File: config.mk
export PLATFORM = sky130hd
export DESIGN_NAME = motor_apb_master
export DESIGN_NICKNAME = d
export VERILOG_FILES = /design/src/rtl/motor_pkg.sv /design/src/rtl/motor_apb_master.sv
export SDC_FILE = /design/constraint.sdc
export NUM_CORES = 1
export LEC_CHECK = 0
export BUFFER_PORTS_ARGS = -buffer_cell sky130_fd_sc_hd__buf_2
export CAP_MARGIN = 20
export CORE_MARGIN = 3
export CORE_UTILIZATION = 40
export DETAILED_ROUTE_END_ITERATION = 8
export PLACE_DENSITY = 0.71
export SYNTH_ARGS = -nofsm -noshare
export SYNTH_HDL_FRONTEND = slang
export SYNTH_SLANG_ARGS = --single-unit
File: constraint.sdc
create_clock -name clk -period 2.54 [get_ports clk]
set_clock_uncertainty 0.05 [all_clocks]
set_input_delay 0.254 -clock clk [delete_from_list [all_inputs] [get_ports clk]]
set_output_delay 0.254 -clock clk [all_outputs]
set_load 0.005 [all_outputs]
File: src/rtl/motor_pkg.sv
// Shared definitions for the motor control APB master.
// FSM state encoding, MMIO register offsets and timeout default.
package motor_pkg;

    typedef enum logic [2:0] {
        ST_IDLE,
        ST_SETUP,
        ST_ACCESS,
        ST_WAIT_INT,
        ST_RESP
    } state_t;

    localparam logic [31:0] REG_CMD   = 32'h0000_0000;
    localparam logic [31:0] REG_COUNT = 32'h0000_0004;

    localparam int TIMEOUT_DEFAULT = 255;

endpackage

File: src/rtl/motor_apb_master.sv
// Command-driven APB master toward the motor MMIO handler.
// Runs one APB transfer or waits for a fabint rising edge per command.
module motor_apb_master
    import motor_pkg::*;
#(
    parameter int TIMEOUT = TIMEOUT_DEFAULT
) (
    input  logic        clk,
    input  logic        reset,
    input  logic        cmd_valid,
    output logic        cmd_ready,
    input  logic        cmd_write,
    input  logic        cmd_wait,
    input  logic [31:0] cmd_addr,
    input  logic [31:0] cmd_wdata,
    output logic        rsp_valid,
    input  logic        rsp_ready,
    output logic [31:0] rsp_rdata,
    output logic        rsp_error,
    output logic        rsp_timeout,
    output logic        psel,
    output logic        penable,
    output logic        pwrite,
    output logic [31:0] paddr,
    output logic [31:0] pwdata,
    input  logic [31:0] prdata,
    input  logic        ready,
    input  logic        error,
    input  logic        fabint
);

    localparam int CW = $clog2(TIMEOUT + 1);

    state_t          state;
    state_t          state_next;
    logic [CW-1:0]   tmo_cnt;
    logic [CW-1:0]   tmo_next;
    logic            tmo_hit;
    logic            fabint_q;
    logic            accept;
    logic            fab_rise;

    assign cmd_ready = (state == ST_IDLE);
    assign rsp_valid = (state == ST_RESP);
    assign accept    = cmd_valid && cmd_ready;
    assign tmo_next  = tmo_cnt + CW'(1);
    assign tmo_hit   = (tmo_next == CW'(TIMEOUT));
    assign fab_rise  = fabint && !fabint_q;

    always_ff @(posedge clk) begin
        if (reset) begin
            state <= ST_IDLE;
        end else begin
            state <= state_next;
        end
    end

    always_comb begin
        state_next = state;
        unique case (state)
            ST_IDLE: begin
                if (accept) begin
                    state_next = cmd_wait ? ST_WAIT_INT : ST_SETUP;
                end
            end
            ST_SETUP: state_next = ST_ACCESS;
            ST_ACCESS: begin
                if (ready || tmo_hit) begin
                    state_next = ST_RESP;
                end
            end
            ST_WAIT_INT: begin
                if (fab_rise) begin
                    state_next = ST_RESP;
                end
            end
            ST_RESP: begin
                if (rsp_ready) begin
                    state_next = ST_IDLE;
                end
            end
            default: state_next = ST_IDLE;
        endcase
    end

    // Bus signals and response fields are all registered so nothing glitches.
    always_ff @(posedge clk) begin
        if (reset) begin
            psel        <= 1'b0;
            penable     <= 1'b0;
            pwrite      <= 1'b0;
            paddr       <= '0;
            pwdata      <= '0;
            rsp_rdata   <= '0;
            rsp_error   <= 1'b0;
            rsp_timeout <= 1'b0;
            tmo_cnt     <= '0;
            fabint_q    <= 1'b0;
        end else begin
            fabint_q <= fabint;
            unique case (state)
                ST_IDLE: begin
                    if (accept) begin
                        rsp_rdata   <= '0;
                        rsp_error   <= 1'b0;
                        rsp_timeout <= 1'b0;
                        if (!cmd_wait) begin
                            psel    <= 1'b1;
                            pwrite  <= cmd_write;
                            paddr   <= cmd_addr;
                            pwdata  <= cmd_wdata;
                            tmo_cnt <= '0;
                        end
                    end
                end
                ST_SETUP: penable <= 1'b1;
                ST_ACCESS: begin
                    if (ready) begin
                        psel      <= 1'b0;
                        penable   <= 1'b0;
                        rsp_error <= error;
                        if (!pwrite) begin
                            rsp_rdata <= prdata;
                        end
                    end else if (tmo_hit) begin
                        psel        <= 1'b0;
                        penable     <= 1'b0;
                        rsp_error   <= 1'b1;
                        rsp_timeout <= 1'b1;
                        rsp_rdata   <= '0;
                        tmo_cnt     <= tmo_next;
                    end else begin
                        tmo_cnt <= tmo_next;
                    end
                end
                default: ;
            endcase
        end
    end

endmodule

# == Word level (Yosys, flattened, before mapping) ==
# Cells that the tools add are included.
# W data, S select, Z words.
# totals
register_bits,113
latchBits,0
ram_bits,0
romBits,0
in_bits,105
out_inout_bits,103
memories,0
# classes
addsub,1
n_mul,0
div_mod_pow,0
magnitude_cmp,0
n_eq_ne,14
n_shift,0
mux,27
bitwise_logic,1
n_reduce_logical,15
# op_table
op,n
$mux W32,4
$pmux W32 S2,1
$mux W8,3
$reduce_and A4 Y1,5
$pmux W8 S2,1
$pmux W3 S5,1
$mux W3,4
$ne A2 B2 Y1 const B,5
$add A8 B1 Y8 const B,1
$eq A8 B8 Y1 const B,1
$mux W1,8
$pmux W1 S2,4
$eq A3 B2 Y1 const B,2
$ne A3 B3 Y1 const B,2
$reduce_and A3 Y1,2
$ne A2 B1 Y1 const B,2
$reduce_bool A2 Y1,2
$eq A3 B1 Y1 const B,1
$eq A3 B3 Y1 const B,1
$logic_not A3 Y1,1
$logic_and A1 B1 Y1,2
$mux W2,1
$reduce_and A2 Y1,1
$logic_not A1 Y1,1
other kinds (2),2

# == Depth between registers and ports, before layout ==
# Gate-level depths: netlist of run 1.
# depth
depth_word,5
ltp_mapped,8

# == Worst setup path before layout of run 1 ==
# Ideal clock, no wire load.
# synth_path
kind,flip-flop to flip-flop
startpoint,register tmo_cnt[0]
endpoint,register rsp_rdata[12]
arrival_time_ns,1.703
path_slack_ns,0.670
path_stages_with_launch,9
n_path_buf,2
path_cell_list,dfxtp_1 ha_1 buf_2 nand2_1 or3_1 o41ai_4 a31oi_4 buf_6 a22o_1
# synth_between
elab_chain_len,4
# synth_lines
item,line,rtl
"start, declared",motor_apb_master.sv:36,logic [CW-1:0] tmo_cnt;
"start signal, assigned",motor_apb_master.sv:131,tmo_cnt <= tmo_next;
"start signal, assigned",motor_apb_master.sv:133,tmo_cnt <= tmo_next;
$add A8 B1 Y8,motor_apb_master.sv:46,assign tmo_next = tmo_cnt + CW'(1);
$eq A8 B8 Y1,motor_apb_master.sv:47,assign tmo_hit = (tmo_next == CW'(TIMEOUT));
$ne A3 B3 Y1 (no line),--,
$reduce_and A4 Y1 (no line),--,
"end signal, assigned",motor_apb_master.sv:123,rsp_rdata <= prdata;
"end, declared",motor_apb_master.sv:18,"output logic [31:0] rsp_rdata,"
# No other way between the ends.
# A chain may end at the register's enable or synchronous reset.

# == Final worst setup path of run 1 ==
# layout_path
startpoint,register tmo_cnt[0]
endpoint,register rsp_rdata[31]
# The elaborated chain is that of the path after synthesis.

==> summary.txt, run 1 <==
Logic synthesis
  • Post-Syn Instances: approximately 480
  • Post-synthesis cell area: ~0.0042 mm²
  • Area leader, netlist: dfxtp_1
  • Top cell type's share of synthesized area: between 50% and 60%
  • Area contributors post-synth: dfxtp_1 (54%), nand2_1 (13%), a21oi_1 (9.4%), a22o_1 (6.2%), clkbuf_1 (1.5%)
  • Number of warnings issued by yosys: 0
  • Post-synth EDFFs: 0
  • Distinct cells, synth: 48
  • Cell with the most instances after synthesis: nand2_1
  • Top cells by count, synth: nand2_1 (142), dfxtp_1 (113), a21oi_1 (79), a22o_1 (30), clkbuf_1 (17)
  • #FFs+latches synth: 113
  • Avg Cell Area, Syn: just under 9 µm²
  • FFs w/ async S/R, synth: 0%
  • Seq/Total Area, Yosys: about 54%
  • Top_reg_cell synth: dfxtp_1
  • Syn Nets: 588

Place
  • Placed cell count: just under 800
  • HPWL after detailed placement: 8.43 mm
  • Routability cong.: between 0.7 and 0.8
  • Port bufs: just over 200

Route
  • DRT Pass-1 Iters: 5
  • DRT Wirelength: 14.6 mm
  • Routed vias: about 4700
  • Final antenna-violating net count: 0
  • Number of remaining DRC errors: 0
  • DR iter-0 viols: around 270
  • Vias per inst: between 5 and 6
  • WL/cell: ~16 µm

Critical path
  • Endpoint type of the worst setup path: register
  • Critical Path RT: 2880 ps
  • CP Data Arrival Time: approximately 2500 ps
  • R2R setup slack: between 300 and 400 ps
  • Max Fanout on Critical Path: 32
  • Reg-to-Reg Start: tmo_cnt[0]$_SDFFE_PP0P_
  • Kind of critical path: register to register
  • Reg2Reg Depth: 7
  • FF-to-FF End: rsp_rdata[31]$_SDFFE_PP0P_
  • CP Launch Type: register

STA
  • Final hold violations: 0
  • Worst Tran Pin Value: about 800 ps
  • Final Setup Violations: 0
  • Slew HR: between 40% and 50%
  • Sum Neg Setup Slack: 0 ps
  • Final worst-path cycle share: between 80% and 90%
  • Fmax: between 400 and 500 MHz
  • Slew Viols, Final: 0
  • Crit path time final: 2160 ps
  • RSZ-0062 raised after global routing: no

Floorplan
  • Die Wd: approximately 110 µm
  • Die Height: about 110 µm
  • Starting Density: a little over two fifths
  • Core ar.: 0.0100 mm²
  • I/O Pins: approximately 210
  • Die area: approximately 0.012 mm²
  • Site Rows: 36

Finish
  • Area of the multi-input gates: between 0.0015 and 0.002 mm²
  • Nets@finish: 887
  • Filler cells: 740
  • Synthesis-to-layout area growth: 64.3%
  • Layout cells sized above 1: roughly a third
  • Sequential cell area: 0.00226 mm²
  • Final cell count without fillers: roughly 930

Clock network
  • CTS Buf Count: 17
  • Clk_lat worst skew: 500 ps
  • Clock root cell: clkbuf_8
  • CTS Buffer Depth: 2
  • CTS tree: yes
  • Htree depth: 4
  • CTS Sinks: roughly 110
  • Postcts setup bufs: 0
  • Reg clk slew, reported paths: around 60 ps

Power and ir drop
  • Clock Power Share: 48.1%
  • Switch share: between 20 and 25%
  • Pleak: 3.13 nW
  • Tot Pwr: 5.17 mW
  • Sw power: about 1.3 mW
  • Part of the power in registers: between 30 and 40%
  • Max VDD drop: 0.000550 V
  • Combinational cell fraction of total power: 14.0%
  • Int Pwr: just under 4 mW
  • PD cells: between 700 and 800 mW/mm²

Hold path
  • Worst hold path endpoint: psel$_SDFFE_PP0P_
  • Hold Path Class: primary input to register
  • Worst hold path depth: 2
  • Min-delay src: reset

GRT
  • Gr ovfl total: 0
  • First-pass GRT wire length: 22.7 mm
  • Total track usage: around 24%
  • Number of global-route vias before repair: roughly 4700
  • Largest net degree at the start of global routing: 75
  • Antenna violations before repair: 1

Job
  • Max_cap viols: 0

Outcome
  • Status: finished, final reports clean
[per-layer routing]
metal / vias up / share of wire, % / global-route usage, % / wire length, µm
met4: 0 / 2.2 / 10.2 / 327
met3: 29 / 9.9 / 9.24 / 1440
met5: - / 0 / 0 / 0
met2: 241 / 50 / 43.4 / 7300
met1: 2166 / 38 / 25.6 / 5510
li1: 2239 / - / - / -
[registers in the layout (all words and copies together), names as in the netlist]
register and count:
fabint_q 1, paddr 32, rsp_timeout 1, psel 1, pwrite 1, rsp_rdata 32
rsp_error 1, penable 1, pwdata 32, state 3, tmo_cnt 8
[cell usage in the layout (no fill, tap or decap), drive strengths merged, types with 2 or more instances in the layout]
cell | Yosys | routed
dfxtp | 113 | 113
clkinvlp | 0 | 3
nand4 | 3 | 3
a21o | 3 | 3
a31oi | 3 | 3
inv | 6 | 6
nand2 | 142 | 142
dlygate4sd3 | 0 | 100
clkinv | 0 | 3
nor3b | 3 | 3
a22o | 32 | 32
o21ai | 10 | 10
a21oi | 79 | 79
nor2 | 17 | 17
or3 | 3 | 3
nand3 | 6 | 6
nor3 | 3 | 3
bufinv | 0 | 4
nand3b | 3 | 3
ha | 2 | 2
buf | 13 | 213
clkbuf | 17 | 21
nor2b | 3 | 3
[power groups by stage]
stage               clock, mW  sequential (mW)  combinational, mW
finish                   2.48             1.96              0.721
floorplan                   0             1.98              0.338
global route             2.59             1.98              0.796
CTS                      2.53             1.96              0.706
global placement            0             1.99              0.569
detailed placement          0             2.00              0.585
[what timing repair did]
| item | 4_1_cts | 5_1_grt |
|---|---|---|
| hold buffers | 100 | 0 |
| endpoints found under the setup margin | 0 | 0 |
| resized for setup | 0 | 0 |
| endpoints found under the hold margin | 99 | 0 |
[logic make-up after synthesis]
kind of cell             count (synthesis)  synth area share (%)
AND/OR/NAND/NOR                        187                  18.7
flip-flops                             113                  53.7
buffers and inverters                   39                  5.05
XOR/XNOR                                 1                 0.386
AO/OA/AOI/OAI                          138                  21.3
multiplexers                             1                 0.238
adder cells (fa/ha/maj)                  2                 0.594
[through the flow]
| stage | utilization (%) | hold slack, ps | setup slack (ps) | area, µm² |
|---|---|---|---|---|
| 2_1_floorplan | - | 322 | 670 | 4210 |
| 3_3_place_gp | 53.0 | 388 | 479 | 5300 |
| 3_5_place_dp | 53.0 | 394 | 410 | 5300 |
| 4_1_cts | 69.2 | 0.309 | 395 | 6920 |
| 5_1_grt | 69.2 | 25.7 | 243 | 6920 |
| 6_report | 69.2 | 30.1 | 377 | 6920 |
[how the worst max path moves through the flow]
| stage | startpoint | end | slack, ps |
|---|---|---|---|
| after floorplan | tmo_cnt[0]$_SDFFE_PP0P_ | rsp_rdata[12]$_SDFFE_PP0P_ | 670 |
| after global placement | tmo_cnt[0]$_SDFFE_PP0P_ | rsp_rdata[31]$_SDFFE_PP0P_ | 480 |
| after detailed placement | tmo_cnt[0]$_SDFFE_PP0P_ | rsp_rdata[31]$_SDFFE_PP0P_ | 410 |
| after CTS | tmo_cnt[0]$_SDFFE_PP0P_ | rsp_rdata[31]$_SDFFE_PP0P_ | 390 |
| after global routing | tmo_cnt[0]$_SDFFE_PP0P_ | rsp_rdata[31]$_SDFFE_PP0P_ | 240 |
| final | tmo_cnt[0]$_SDFFE_PP0P_ | rsp_rdata[31]$_SDFFE_PP0P_ | 380 |
[layout make-up]
class	count	area share, %
antenna	1	0.0362
clock buffer	21	6.63
clock inverter	10	2.28
inverter	6	0.325
multi-input combinational	329	25.4
sequential	113	32.7
tap	133	2.40
timing repair buffer	313	30.3
[worst max-delay path: stages (launching register included)]
cell	delay, ps
dfxtp_1	430
ha_1	410
nand2_1	90
or3_1	360
o41ai_4	110
a31oi_4	120
buf_4	250
a22o_2	240
No activity file was read; power rests on OpenSTA's default activity.
==> inputs of run 2 (changes only) <==
CORE_UTILIZATION = 46   (was 40)
PLACE_DENSITY = 0.8   (was 0.71)
==> summary.txt, run 2 (same netlist as run 1, synthesis figures left out) <==
Outcome
  • Status: finished, final reports clean (unchanged)

Job
  • Max_cap viols: 0 (unchanged)

Critical path
  • Critical Path RT: 2880 ps (about the same)
  • Kind of critical path: register to register (unchanged)
  • Crit path cell chain: ha_1, nand2_1, or3_1, o41ai_4, a31oi_4, buf_4, a22o_2 (unchanged)
  • FF-to-FF End: rsp_rdata[31]$_SDFFE_PP0P_ (unchanged)
  • Critical Path Slowest Stage Cell: dfxtp_1 (unchanged)
  • R2R setup slack: 400 ps (was 380 ps)
  • Max stage delay on crit path: 430 ps (about the same)
  • Worst setup path endpoint: rsp_rdata[31]$_SDFFE_PP0P_ (unchanged)
  • Setup crit start: tmo_cnt[0]$_SDFFE_PP0P_ (unchanged)
  • Reg2Reg Depth: 7 (unchanged)
  • Endpoint type of the worst setup path: register (unchanged)
  • Max Fanout on Critical Path: 32 (unchanged)
  • CP Data Arrival Time: 2480 ps (was 2500 ps)
  • Reg-to-Reg Start: tmo_cnt[0]$_SDFFE_PP0P_ (unchanged)
  • CP Launch Type: register (unchanged)

GRT
  • Total track usage: 27.9% (was 24.3%)
  • Grt met1 use: 31.4% (was 25.6%)
  • GR met2 Demand/Resource: 48.1% (was 43.4%)
  • Largest net degree at the start of global routing: 75 (unchanged)
  • First-pass GRT wire length: 22.6 mm (was 22.7 mm)
  • Gr ovfl total: 0 (unchanged)
  • GRT busiest layer: met2 (unchanged)
  • Antenna violations before repair: 0 (was 1)
  • Number of global-route vias before repair: 4745 (was 4719)
  • Met3 GRT Util: 9.57% (was 9.24%)

Place
  • Routability cong.: 0.834 (was 0.790)
  • Setup Slack @ Placement: 398 ps (was 410 ps)
  • HPWL after detailed placement: 8.11 mm (was 8.43 mm)
  • Port bufs: 207 (unchanged)

Clock network
  • CTS Sinks: 113 (unchanged)
  • CTS tree: yes (unchanged)
  • CTS Buffer Depth: 2 (unchanged)
  • Htree depth: 4 (unchanged)
  • Reg clk slew, reported paths: 50 ps (was 60 ps)
  • CTS Buf Count: 17 (unchanged)
  • Clk_lat worst skew: 500 ps (about the same)
  • Clock root cell: clkbuf_8 (unchanged)
  • Postcts setup bufs: 0 (unchanged)

STA
  • Worst Tran Pin Value: 748 ps (was 780 ps)
  • Worst hold slack: 55.2 ps (was 30.1 ps)
  • Final hold violations: 0 (unchanged)
  • Final Setup Violations: 0 (unchanged)
  • Fmax: 468 MHz (was 462 MHz)
  • Slew HR: 50.1% (was 48.0%)
  • Sum Neg Setup Slack: 0 ps (unchanged)
  • Slew Viols, Final: 0 (unchanged)
  • Setup slack after layout: 402 ps (was 377 ps)
  • Crit path time final: 2140 ps (was 2160 ps)
  • Final worst-path cycle share: 84.2% (was 85.1%)
  • RSZ-0062 raised after global routing: no (unchanged)

Floorplan
  • Die area: 0.0103 mm² (was 0.0118 mm²)
  • Starting Density: 47.8% (was 42.1%)
  • Die Wd: 102 µm (was 109 µm)
  • Die Height: 102 µm (was 109 µm)
  • Site Rows: 34 (was 36)
  • Core ar.: 0.00881 mm² (was 0.0100 mm²)
  • I/O Pins: 208 (unchanged)

Power and ir drop
  • Max VDD drop: 0.000464 V (was 0.000550 V)
  • Pleak: 3.08 nW (was 3.13 nW)
  • PD cells: 694 mW/mm² (was 747 mW/mm²)

Hold path
  • Worst hold path depth: 3 (was 2)
  • Hold Path Class: primary input to register (unchanged)

Finish
  • Most common cell after layout, fill and taps aside: buf_2 (unchanged)
  • Layout cells sized above 1: 32.2% (was 32.4%)
  • Synthesis-to-layout area growth: 61.4% (was 64.3%)
  • Commonest non-fill, non-tap cells in the layout: buf_2 (207), nand2_1 (142), dfxtp_1 (113) (unchanged)
  • Top Registers: paddr x32, pwdata x32, rsp_rdata x32 (unchanged)
  • Nets@finish: 887 (unchanged)
  • Ant diodes: 0 (was 1)

Route
  • DRT Pass-1 Iters: 5 (unchanged)
  • DR iter-0 viols: 198 (was 269)
  • Final antenna-violating net count: 0 (unchanged)
  • Vias per inst: 5.25 (was 5.05)
  • Routed vias: 4724 (was 4675)
  • DRT Wirelength: 14.6 mm (about the same)
  • WL/cell: 16.2 µm (was 15.7 µm)
  • Number of remaining DRC errors: 0 (unchanged)
run 2: cell types whose count changed in the layout (fill, tap and decap cells not counted):
cell	before	now
bufinv_16	4	0
dlygate4sd3_1	100	101
clkinvlp_4	3	4
clkbuf_1	1	2
clkinv_4	0	1
clkinv_2	3	5
diode_2	1	0
clkbuf_8	4	3
buf_12	1	2
buf_4	5	3
run 2: worst min-delay path by stage:
stage,from,to,slack [ps]
floorplan,rsp_ready,state[2]$_SDFFE_PP0P_,320
global placement,paddr[17]$_SDFFE_PP0P_,paddr[17]$_SDFFE_PP0P_,390
detailed placement,pwdata[16]$_SDFFE_PP0P_,pwdata[16]$_SDFFE_PP0P_,390
CTS,cmd_valid,state[0]$_SDFFE_PP0P_,20
global route,cmd_valid,state[0]$_SDFFE_PP0P_,50
finish,cmd_valid,state[0]$_SDFFE_PP0P_,60
run 2: final cells by class:
cell class | instances | area [µm²]
sequential | 113 | 2260
timing repair buffer | 313 | 2110
fill | 528 | 2010
multi-input combinational | 329 | 1760
clock buffer | 21 | 449
tap | 108 | 135
clock inverter | 10 | 63.8
inverter | 6 | 22.5
run 2: per-layer routing:
metal | vias to the layer above | share of wire [%]
met5 | - | 0
met4 | 0 | 2.3
met3 | 39 | 9.4
met2 | 256 | 50
met1 | 2184 | 39
li1 | 2245 | -
run 2: worst max-delay path, delay by kind of cell (launching register included):
kind	cells	cell delay [ps]
compound gates	3	470
fa+ha+maj	1	390
buf+inv	1	250
flops	1	430
simple gates	2	440
run 2: report_power, final:
group	internal (mW)	total [mW]	switching (mW)
clock	1.23	2.02	0.791
combinational	0.356	0.732	0.375
sequential	1.88	1.97	0.0828
total	3.47	4.72	1.25
run 2: through the flow:
stage / utilization [%] / total power [mW] / std cells / cell area [µm²]
after floorplan: - / 2.32 / 481 / 4210
after global placement: 59.9 / 2.56 / 768 / 5280
after detailed placement: 59.9 / 2.58 / 768 / 5280
after CTS: 77.2 / 4.72 / 900 / 6800
after global routing: 77.2 / 4.92 / 900 / 6800
final: 77.2 / 4.72 / 900 / 6800
run 2: timing repair:
| item | CTS | global route |
|---|---|---|
| resized for setup | 0 | 0 |
| hold buffers | 101 | 0 |
| hold endpoints to repair | 100 | 0 |
